### config.mk
export PLATFORM = sky130hd
export DESIGN_NAME = board_state_keeper
export DESIGN_NICKNAME = d
export VERILOG_FILES = /design/src/rtl/connect4_pkg.sv /design/src/rtl/board_line_checker.sv /design/src/rtl/board_state_keeper.sv
export SDC_FILE = /design/constraint.sdc
export NUM_CORES = 1
export LEC_CHECK = 0
export ABC_AREA = 0
export CORE_AREA = 2 2 75 113
export CTS_CLUSTER_SIZE = 28
export DETAILED_ROUTE_END_ITERATION = 10
export DIE_AREA = 0 0 77 115
export PLACE_DENSITY = 0.81
export SYNTH_ARGS = -nofsm -noshare
export SYNTH_HDL_FRONTEND = slang
export SYNTH_SLANG_ARGS = --single-unit
### constraint.sdc
create_clock -name clk -period 4.05 [get_ports clk]
set_input_delay 0.81 -clock clk [delete_from_list [all_inputs] [get_ports clk]]
set_output_delay 0.81 -clock clk [all_outputs]
set_load 0.05 [all_outputs]
### src/rtl/connect4_pkg.sv
// Shared constants for the 4x4 connect board: cell codes, the no-move marker,
// the table of the ten scoring lines and the board keeper FSM state codes.
package connect4_pkg;

    localparam logic [1:0] CELL_EMPTY = 2'b00;
    localparam logic [1:0] CELL_P1    = 2'b01;
    localparam logic [1:0] CELL_P2    = 2'b10;

    localparam logic [4:0] NO_MOVE    = 5'h1F;
    localparam logic [2:0] COL_FULL   = 3'd4;

    localparam int         NUM_LINES  = 10;
    localparam logic [3:0] LAST_LINE  = 4'd9;

    // Scan order: rows 0-3, columns 0-3, main diagonal, anti-diagonal.
    localparam logic [0:NUM_LINES-1][0:3][3:0] LINE_CELLS = {
        4'd0,  4'd1,  4'd2,  4'd3,
        4'd4,  4'd5,  4'd6,  4'd7,
        4'd8,  4'd9,  4'd10, 4'd11,
        4'd12, 4'd13, 4'd14, 4'd15,
        4'd0,  4'd4,  4'd8,  4'd12,
        4'd1,  4'd5,  4'd9,  4'd13,
        4'd2,  4'd6,  4'd10, 4'd14,
        4'd3,  4'd7,  4'd11, 4'd15,
        4'd0,  4'd5,  4'd10, 4'd15,
        4'd3,  4'd6,  4'd9,  4'd12
    };

    typedef logic [1:0] state_t;
    localparam state_t ST_IDLE    = 2'd0;
    localparam state_t ST_SCAN    = 2'd1;
    localparam state_t ST_RELEASE = 2'd2;
    localparam state_t ST_OVER    = 2'd3;

    // Side to move after the current one.
    function automatic logic [1:0] other_player(input logic [1:0] p);
        return (p == CELL_P1) ? CELL_P2 : CELL_P1;
    endfunction

endpackage

### src/rtl/board_line_checker.sv
// Combinational test of one four-cell line against the side that just moved.
module board_line_checker
    import connect4_pkg::*;
(
    input  logic [1:0] cell_0,
    input  logic [1:0] cell_1,
    input  logic [1:0] cell_2,
    input  logic [1:0] cell_3,
    input  logic [1:0] player,
    output logic       hit
);

    // A line counts only when every cell holds the mover's (non-empty) code.
    always_comb begin
        hit = 1'b0;
        if ((player != CELL_EMPTY) && (cell_0 == player) && (cell_1 == player) &&
            (cell_2 == player) && (cell_3 == player)) begin
            hit = 1'b1;
        end else begin
            hit = 1'b0;
        end
    end

endmodule

### src/rtl/board_state_keeper.sv
// Board keeper: applies accepted moves to the 4x4 board, keeps the column
// fill counters, and scans the ten lines one per cycle to detect win/draw.
module board_state_keeper
    import connect4_pkg::*;
#(
    parameter logic [1:0] START_PLAYER = 2'b01
)
(
    input  logic        clk,
    input  logic        reset,
    input  logic        new_game,
    input  logic        add,
    input  logic [4:0]  column_position,
    input  logic [1:0]  c_register,
    output logic [2:0]  counter_0,
    output logic [2:0]  counter_1,
    output logic [2:0]  counter_2,
    output logic [2:0]  counter_3,
    output logic [31:0] board,
    output logic [1:0]  player,
    output logic        busy,
    output logic        invalid,
    output logic        game_over,
    output logic [1:0]  winner
);

    state_t           state_q,     state_d;
    logic [31:0]      board_q,     board_d;
    logic [3:0][2:0]  cnt_q,       cnt_d;
    logic [1:0]       player_q,    player_d;
    logic [3:0]       line_idx_q,  line_idx_d;
    logic             hit_q,       hit_d;
    logic             busy_q,      busy_d;
    logic             invalid_q,   invalid_d;
    logic             game_over_q, game_over_d;
    logic [1:0]       winner_q,    winner_d;

    logic [0:3][3:0]  line_cells_s;
    logic             line_hit_s;
    logic [2:0]       sel_cnt_s;
    logic             move_ok_s;
    logic             all_full_s;
    logic             final_hit_s;

    // Pick the cell indices of the line being scanned this cycle.
    always_comb begin
        line_cells_s = LINE_CELLS[0];
        if (line_idx_q <= LAST_LINE) begin
            line_cells_s = LINE_CELLS[line_idx_q];
        end else begin
            line_cells_s = LINE_CELLS[0];
        end
    end

    board_line_checker u_checker (
        .cell_0 (board_q[{line_cells_s[0], 1'b0} +: 2]),
        .cell_1 (board_q[{line_cells_s[1], 1'b0} +: 2]),
        .cell_2 (board_q[{line_cells_s[2], 1'b0} +: 2]),
        .cell_3 (board_q[{line_cells_s[3], 1'b0} +: 2]),
        .player (player_q),
        .hit    (line_hit_s)
    );

    // Next-state logic: move acceptance, line scan, verdict and new_game clear.
    always_comb begin
        state_d     = state_q;
        board_d     = board_q;
        cnt_d       = cnt_q;
        player_d    = player_q;
        line_idx_d  = line_idx_q;
        hit_d       = hit_q;
        busy_d      = busy_q;
        invalid_d   = 1'b0;
        game_over_d = game_over_q;
        winner_d    = winner_q;

        sel_cnt_s   = cnt_q[c_register];
        move_ok_s   = (column_position[1:0] == c_register) &&
                      (column_position[4:2] == sel_cnt_s) &&
                      (sel_cnt_s < COL_FULL);
        all_full_s  = (cnt_q[0] == COL_FULL) && (cnt_q[1] == COL_FULL) &&
                      (cnt_q[2] == COL_FULL) && (cnt_q[3] == COL_FULL);
        final_hit_s = hit_q | line_hit_s;

        if (new_game) begin
            state_d     = ST_IDLE;
            board_d     = 32'd0;
            cnt_d       = '0;
            player_d    = START_PLAYER;
            line_idx_d  = 4'd0;
            hit_d       = 1'b0;
            busy_d      = 1'b0;
            game_over_d = 1'b0;
            winner_d    = CELL_EMPTY;
        end else begin
            case (state_q)
                ST_IDLE: begin
                    if (add && (column_position != NO_MOVE)) begin
                        if (move_ok_s) begin
                            // Row bits are below 4 here, so [3:0] is the cell index.
                            board_d[{column_position[3:0], 1'b0} +: 2] = player_q;
                            cnt_d[c_register] = sel_cnt_s + 3'd1;
                            line_idx_d = 4'd0;
                            hit_d      = 1'b0;
                            busy_d     = 1'b1;
                            state_d    = ST_SCAN;
                        end else begin
                            invalid_d  = 1'b1;
                            state_d    = ST_RELEASE;
                        end
                    end else begin
                        state_d = ST_IDLE;
                    end
                end
                ST_SCAN: begin
                    hit_d = final_hit_s;
                    if (line_idx_q == LAST_LINE) begin
                        busy_d = 1'b0;
                        if (final_hit_s) begin
                            game_over_d = 1'b1;
                            winner_d    = player_q;
                            state_d     = ST_OVER;
                        end else if (all_full_s) begin
                            game_over_d = 1'b1;
                            winner_d    = CELL_EMPTY;
                            state_d     = ST_OVER;
                        end else begin
                            player_d    = other_player(player_q);
                            state_d     = ST_RELEASE;
                        end
                    end else begin
                        line_idx_d = line_idx_q + 4'd1;
                    end
                end
                ST_RELEASE: begin
                    if (!add) begin
                        state_d = ST_IDLE;
                    end else begin
                        state_d = ST_RELEASE;
                    end
                end
                ST_OVER: begin
                    state_d = ST_OVER;
                end
                default: begin
                    state_d = ST_IDLE;
                    busy_d  = 1'b0;
                end
            endcase
        end
    end

    // State and output registers with asynchronous clear.
    always_ff @(posedge clk or posedge reset) begin
        if (reset) begin
            state_q     <= ST_IDLE;
            board_q     <= 32'd0;
            cnt_q       <= '0;
            player_q    <= START_PLAYER;
            line_idx_q  <= 4'd0;
            hit_q       <= 1'b0;
            busy_q      <= 1'b0;
            invalid_q   <= 1'b0;
            game_over_q <= 1'b0;
            winner_q    <= CELL_EMPTY;
        end else begin
            state_q     <= state_d;
            board_q     <= board_d;
            cnt_q       <= cnt_d;
            player_q    <= player_d;
            line_idx_q  <= line_idx_d;
            hit_q       <= hit_d;
            busy_q      <= busy_d;
            invalid_q   <= invalid_d;
            game_over_q <= game_over_d;
            winner_q    <= winner_d;
        end
    end

    assign counter_0 = cnt_q[0];
    assign counter_1 = cnt_q[1];
    assign counter_2 = cnt_q[2];
    assign counter_3 = cnt_q[3];
    assign board     = board_q;
    assign player    = player_q;
    assign busy      = busy_q;
    assign invalid   = invalid_q;
    assign game_over = game_over_q;
    assign winner    = winner_q;

endmodule

==> results of run 1 <==
-- sequential cells by signal, summed over array words and instances (netlist names) --
name / cells
hit_q: 1
board: 32
state_q: 2
counter_0: 3
counter_3: 3
busy: 1
winner: 2
counter_2: 3
counter_1: 3
line_idx_q: 4
invalid: 1
game_over: 1
player: 2
-- where the power goes --
group | leakage, nW | switching [mW] | internal (mW) | total, mW
registers | 0.805 | 0.00214 | 0.582 | 0.584
logic | 1.17 | 0.0674 | 0.0305 | 0.0979
clock network | 0.158 | 0.261 | 0.598 | 0.859
total | 2.13 | 0.330 | 1.21 | 1.54
-- per-stage QoR --
stage	instance area [µm²]	power, mW
after floorplan	4250	0.659
after global placement	4940	0.689
after detailed placement	4940	0.691
after CTS	5280	1.55
after global routing	5280	1.59
final	5280	1.54
-- cell type report --
cell class / count / area [µm²] / share of cell area
inverter: 11 / 43.8 / 0.00829
clock inverter: 7 / 118 / 0.0223
sequential: 58 / 1450 / 0.275
tap: 105 / 131 / 0.0249
timing repair buffer: 73 / 696 / 0.132
multi-input combinational: 376 / 2610 / 0.495
clock buffer: 9 / 225 / 0.0427
-- Yosys cell counts (all sizes together) (8+ instances only) --
master	count
a31oi	9
mux2i	43
nor2	74
o21ai	27
nand2	48
a21oi	17
buf	13
inv	11
clkbuf	13
dfrtp	57
and3	8
nand3	11
nor3	13
-- logic make-up (layout without fill, tap and decap cells) --
family	after synthesis	after routing
and+or+nand+nor	202	202
adders and majority gates	7	7
muxes	51	51
buffers and inverters	37	100
xor gates and xnor gates	7	7
AOI/OAI and AO/OA	109	109
DFF	58	58
-- metal layers --
metal / vias to the layer above / share of wire
met1: 1994 / 0.37
met5: - / 0
met2: 173 / 0.53
met3: 45 / 0.051
li1: 1841 / -
met4: 0 / 0.047
-- critical path, delay by kind of cell --
kind          cells  cell delay [ps]
simple gates      6             1400
xor+xnor          1              160
buf+inv           1              550
mux               2              780
-- worst max path at each step --
| stage | slack (ps) | depth (start not counted) | end |
|---|---|---|---|
| CTS | 520 | 10 | board[10] |
| detailed placement | 230 | 10 | board[10] |
| global placement | 360 | 10 | board[10] |
| finish | 520 | 10 | board[10] |
| floorplan | 770 | 14 | player[0] |
| global route | 350 | 10 | board[10] |
==> flow_metrics.env, run 1 <==
export IMPL_status="finished, final reports clean"
export IMPL_synth_xor_area_share=0.0144
export IMPL_clock_latency_ps=330
export IMPL_post_place_ws_ps=227
export IMPL_max_stage_delay_ps=550
export IMPL_start_util=0.537
export IMPL_syn_inst=471
export IMPL_path_class="in -> reg"
export IMPL_crit_required_ps=4210
export IMPL_die_height_um=115
export IMPL_dr_first_iter_drc_count=372
export IMPL_synthMuxAreaShare=0.130
export IMPL_drv_slew=0
export IMPL_drive_gt1_frac=0.140
export IMPL_hpwl_um=9780
export IMPL_whs_endpoint="game_over"
export IMPL_path_cells="clkdlybuf4s50_1 > mux4_2 > xnor2_1 > nor4b_2 > and2_4 > and2b_1 > nand2_1 > nor2_1 > mux2i_1 > nor2_1"
export IMPL_met2_usage=0.542
export IMPL_h_tree_depth=3
export IMPL_drt_total_wl_um=12900
export IMPL_cts_made_buffers=9
export IMPL_fp_dieW_um=77
export IMPL_post_route_period_util=0.872
export IMPL_worstSetupEndpointType="flop"
export IMPL_r2r_end="player[0]"
export IMPL_drcViolationCount=0
export IMPL_slew_headroom=0.352
export IMPL_clkSinkCount=58
export IMPL_yosysUniqueCellTypes=89
export IMPL_firstDrtPassIters=5
export IMPL_cts_root_buf="clkbuf_16"
export IMPL_rsz0062_at_grt="false"
export IMPL_num_vias=4053
export IMPL_fin_skew_ps=5.50
export IMPL_ys_warnings_count=0
export IMPL_ys_seq_elements=58
export IMPL_final_common_cell="nor2_1"
export IMPL_path_common_cell="nor2_1"
export IMPL_synth_cell_area_mm2=0.00425
export IMPL_grt_overflow_total=0
export IMPL_synth_edf_count=0
export IMPL_track_usage=0.300
export IMPL_max_freq_mhz=283
export IMPL_reg2reg_depth=11
export IMPL_met1_usage=0.339
export IMPL_drtAntennaViolNets=0
export IMPL_yosysSeqAreaShare=0.342
export IMPL_min_period_ps=3530
export IMPL_core_area_mm2=0.00791
export IMPL_portBuffers=61
export IMPL_grt_max_degree=54
export IMPL_vias_per_cell=6.34
export IMPL_synth_top_family_by_area="simple AND/OR/NAND/NOR gates"
export IMPL_fin_tns_setup_ps=0
export IMPL_synthAdderAreaFrac=0.0206
export IMPL_hp_class="reg -> reg"
export IMPL_yosys_area_top_type_share=0.336
export IMPL_syn_num_nets=489
export IMPL_fill_cells=687
export IMPL_gp_congestion=0.964
export IMPL_slowest_stage="clkdlybuf4s50_1"
export IMPL_final_util=0.668
export IMPL_holdPathStages=1
export IMPL_layout_common_cells="nor2_1 (71), clkdlybuf4s50_1 (60), dfrtp_1 (57)"
export IMPL_rows=40
export IMPL_cts_setup_buffers=0
export IMPL_synth_compound_area_share=0.191
export IMPL_grt_pass1_vias=4107
export IMPL_post_cts_resized=0
export IMPL_critPathLaunchType="primary input"
export IMPL_power_density_mw_per_mm2=292
export IMPL_reg2reg_from="line_idx_q[1]"
export IMPL_use_met3=0.0463
export IMPL_syn_to_final_growth_pct=24.3
export IMPL_crit_fanout=11
export IMPL_finalHoldViolCount=0
export IMPL_antenna_cells=0
export IMPL_synth_area_per_cell_um2=9.02
export IMPL_cts_tree="built"
export IMPL_fin_ws_ps=519
export IMPL_nets=547
export IMPL_tightestPinTransition_ps=973
export IMPL_io_pins=62
export IMPL_antenna_found_initial=0
export IMPL_max_cap_viol_count=0
export IMPL_ys_async_sr_fraction=1.00
export IMPL_worst_ir_drop_vdd_uv=310
export IMPL_die_area_mm2=0.00886
export IMPL_synth_area_leaders="dfrtp_1 (34%), mux2i_1 (10%), nor2_1 (6.3%)"
export IMPL_ys_flop_type="dfrtp_1"
export IMPL_yosys_area_share_simple=0.258
export IMPL_setup_violations=0
export IMPL_clk_pin_slew_ps=50
export IMPL_hold_buffers=0
export IMPL_grt_busiest_layer="met2"
export IMPL_leakagePower_nw=2.13
export IMPL_synth_area_leader_cell="dfrtp_1"
export IMPL_worstPathArrival_ps=3690
export IMPL_grt_pass1_wl_um=20700
export IMPL_wire_per_inst_um=20.1
export IMPL_clk_path_buf_depth=2
export IMPL_dp_cells=623
export IMPL_timing_hold_ws_ps=512
export IMPL_holdCritStartpoint="game_over"
export IMPL_rrSetupSlack_ps=560
export IMPL_final_cells=639
export IMPL_cp_startpoint="c_register[0]"
Power figures use the tool's default switching activity.
==> run 2: changes to the inputs <==
==> constraint.sdc (replaced) <==
create_clock -name clk -period 3.6 [get_ports clk]
set_input_delay 0.72 -clock clk [delete_from_list [all_inputs] [get_ports clk]]
set_output_delay 0.72 -clock clk [all_outputs]
set_load 0.005 [all_outputs]
==> run 2 against run 1 <==
- non-clock buffer count is 7 higher
- hold slack got worse by 2.6 ps
- highest routed layer unchanged
- largest cell class unchanged
- critical path type is now reg -> reg
- sequential share of layout area is essentially flat
- via count did not move
- clock power down 9.9%
==> flow_metrics.env, run 2 (synthesis results as in run 1) <==
export IMPL_max_freq_mhz=295
export IMPL_cts_root_buf="clkbuf_16"
export IMPL_hpwl_um=9780
export IMPL_grt_max_degree=35
export IMPL_h_tree_depth=3
export IMPL_firstDrtPassIters=6
export IMPL_wire_per_inst_um=19.9
export IMPL_crit_required_ps=3810
export IMPL_cts_tree="built"
export IMPL_clkSinkCount=58
export IMPL_whs_endpoint="game_over"
export IMPL_clk_pin_slew_ps=50
export IMPL_r2r_end="game_over"
export IMPL_fin_ws_ps=215
export IMPL_rrSetupSlack_ps=220
export IMPL_worst_ir_drop_vdd_uv=290
export IMPL_min_period_ps=3380
export IMPL_die_height_um=115
export IMPL_max_stage_delay_ps=470
export IMPL_vias_per_cell=6.27
export IMPL_nets=554
export IMPL_core_area_mm2=0.00791
export IMPL_final_common_cell="nor2_1"
export IMPL_fp_dieW_um=77
export IMPL_reg2reg_from="line_idx_q[0]"
export IMPL_grt_pass1_wl_um=21100
export IMPL_rows=40
export IMPL_crit_fanout=23
export IMPL_cts_setup_buffers=0
export IMPL_hp_class="reg -> reg"
export IMPL_clock_latency_ps=330
export IMPL_holdPathStages=1
export IMPL_drcViolationCount=0
export IMPL_slew_headroom=0.506
export IMPL_num_vias=4053
export IMPL_grt_pass1_vias=4139
export IMPL_finalHoldViolCount=0
export IMPL_die_area_mm2=0.00886
export IMPL_drt_total_wl_um=12900
export IMPL_path_common_cell="o31a_1"
export IMPL_hold_buffers=0
export IMPL_holdCritStartpoint="game_over"
export IMPL_setup_violations=0
export IMPL_io_pins=62
export IMPL_path_cells="buf_4 > nand2b_4 > nor3_1 > a21oi_1 > o31a_1 > a32oi_2 > and4b_1 > or3_1 > nor2b_4 > o31a_1"
export IMPL_drtAntennaViolNets=0
export IMPL_clk_path_buf_depth=2
export IMPL_dr_first_iter_drc_count=334
export IMPL_drive_gt1_frac=0.152
export IMPL_antenna_found_initial=0
export IMPL_drv_slew=0
export IMPL_path_delay_family="simple AND/OR/NAND/NOR gates"
export IMPL_fin_tns_setup_ps=0
export IMPL_antenna_cells=0
export IMPL_tightestPinTransition_ps=741
export IMPL_status="finished, final reports clean"
export IMPL_grt_overflow_total=0
export IMPL_critPathLaunchType="flop"
export IMPL_worstPathArrival_ps=3590
export IMPL_post_cts_resized=0
export IMPL_power_density_mw_per_mm2=292
export IMPL_syn_to_final_growth_pct=24.1
export IMPL_fin_skew_ps=8.28
export IMPL_path_class="reg -> reg"
export IMPL_path_buf_inv=1
export IMPL_reg2reg_depth=10
export IMPL_rsz0062_at_grt="false"
export IMPL_slowest_stage="nor3_1"
export IMPL_worstSetupEndpointType="flop"
export IMPL_gp_congestion=1.02
export IMPL_layout_common_cells="nor2_1 (71), clkdlybuf4s50_1 (60), dfrtp_1 (57)"
export IMPL_portBuffers=61
export IMPL_cts_made_buffers=9
export IMPL_start_util=0.537
export IMPL_post_route_period_util=0.940
export IMPL_post_place_ws_ps=-31.9
export IMPL_leakagePower_nw=2.15
export IMPL_max_cap_viol_count=0
export IMPL_track_usage=0.304
export IMPL_largest_reg_flops=32
[run 2: cell count changes in the layout (fill, tap and decap cells not counted), sizes merged]
| cell | before | now |
|---|---|---|
| buf | 13 | 20 |
| clkinvlp | 3 | 2 |
| clkbuf | 9 | 10 |
| bufinv | 3 | 0 |
| clkinv | 1 | 4 |
[run 2: routing by layer]
| layer | track usage | part of all wire | routed length (µm) | up-vias |
|---|---|---|---|---|
| li1 | - | - | - | 1858 |
| met1 | 0.350 | 0.39 | 5040 | 1976 |
| met2 | 0.544 | 0.51 | 6580 | 162 |
| met3 | 0.0424 | 0.046 | 591 | 57 |
| met4 | 0.168 | 0.051 | 654 | 0 |
| met5 | 0 | 0 | 0 | - |
[run 2: cell type report]
type	count	area (µm²)
Sequential cell	58	1450
Tap cell	105	131
Multi-Input combinational cell	376	2610
Inverter	11	43.8
Fill cell	679	2640
Clock inverter	6	42.5
Timing Repair Buffer	80	748
Clock buffer	10	239
[run 2: stage by stage]
step | total power, mW | hold slack [ps] | cell area, µm² | utilization | std cells
floorplan | 0.738 | 496 | 4250 | - | 471
detailed placement | 0.777 | 497 | 4990 | 0.631 | 630
CTS | 1.55 | 518 | 5270 | 0.667 | 646
global placement | 0.774 | 500 | 4990 | 0.631 | 630
finish | 1.54 | 509 | 5270 | 0.667 | 646
global route | 1.59 | 540 | 5270 | 0.667 | 646
[run 2: where the power goes]
part           total, mW  internal, mW  switching (mW)
Sequential         0.657         0.655         0.00241
Combinational      0.110        0.0373          0.0723
Clock              0.774         0.482           0.292
Total               1.54          1.17           0.366
[run 2: worst max-delay path by stage]
stage / slack (ps) / depth (start not counted) / to / start
3_3_place_gp: 80 / 10 / counter_3[1] / c_register[0]
2_1_floorplan: 320 / 14 / player[0] / line_idx_q[0]
4_1_cts: 280 / 10 / board[27] / c_register[0]
5_1_grt: 60 / 10 / board[11] / c_register[0]
6_report: 220 / 10 / game_over / line_idx_q[0]
3_5_place_dp: -30 / 10 / board[27] / c_register[0]
[run 2: worst register-to-register path: stages, from the launching register on]
cell and delay, ps:
dfrtp_1 440, buf_4 330, nand2b_4 130, nor3_1 470, a21oi_1 240, o31a_1 370, a32oi_2 200, and4b_1 220
or3_1 420, nor2b_4 180, o31a_1 270
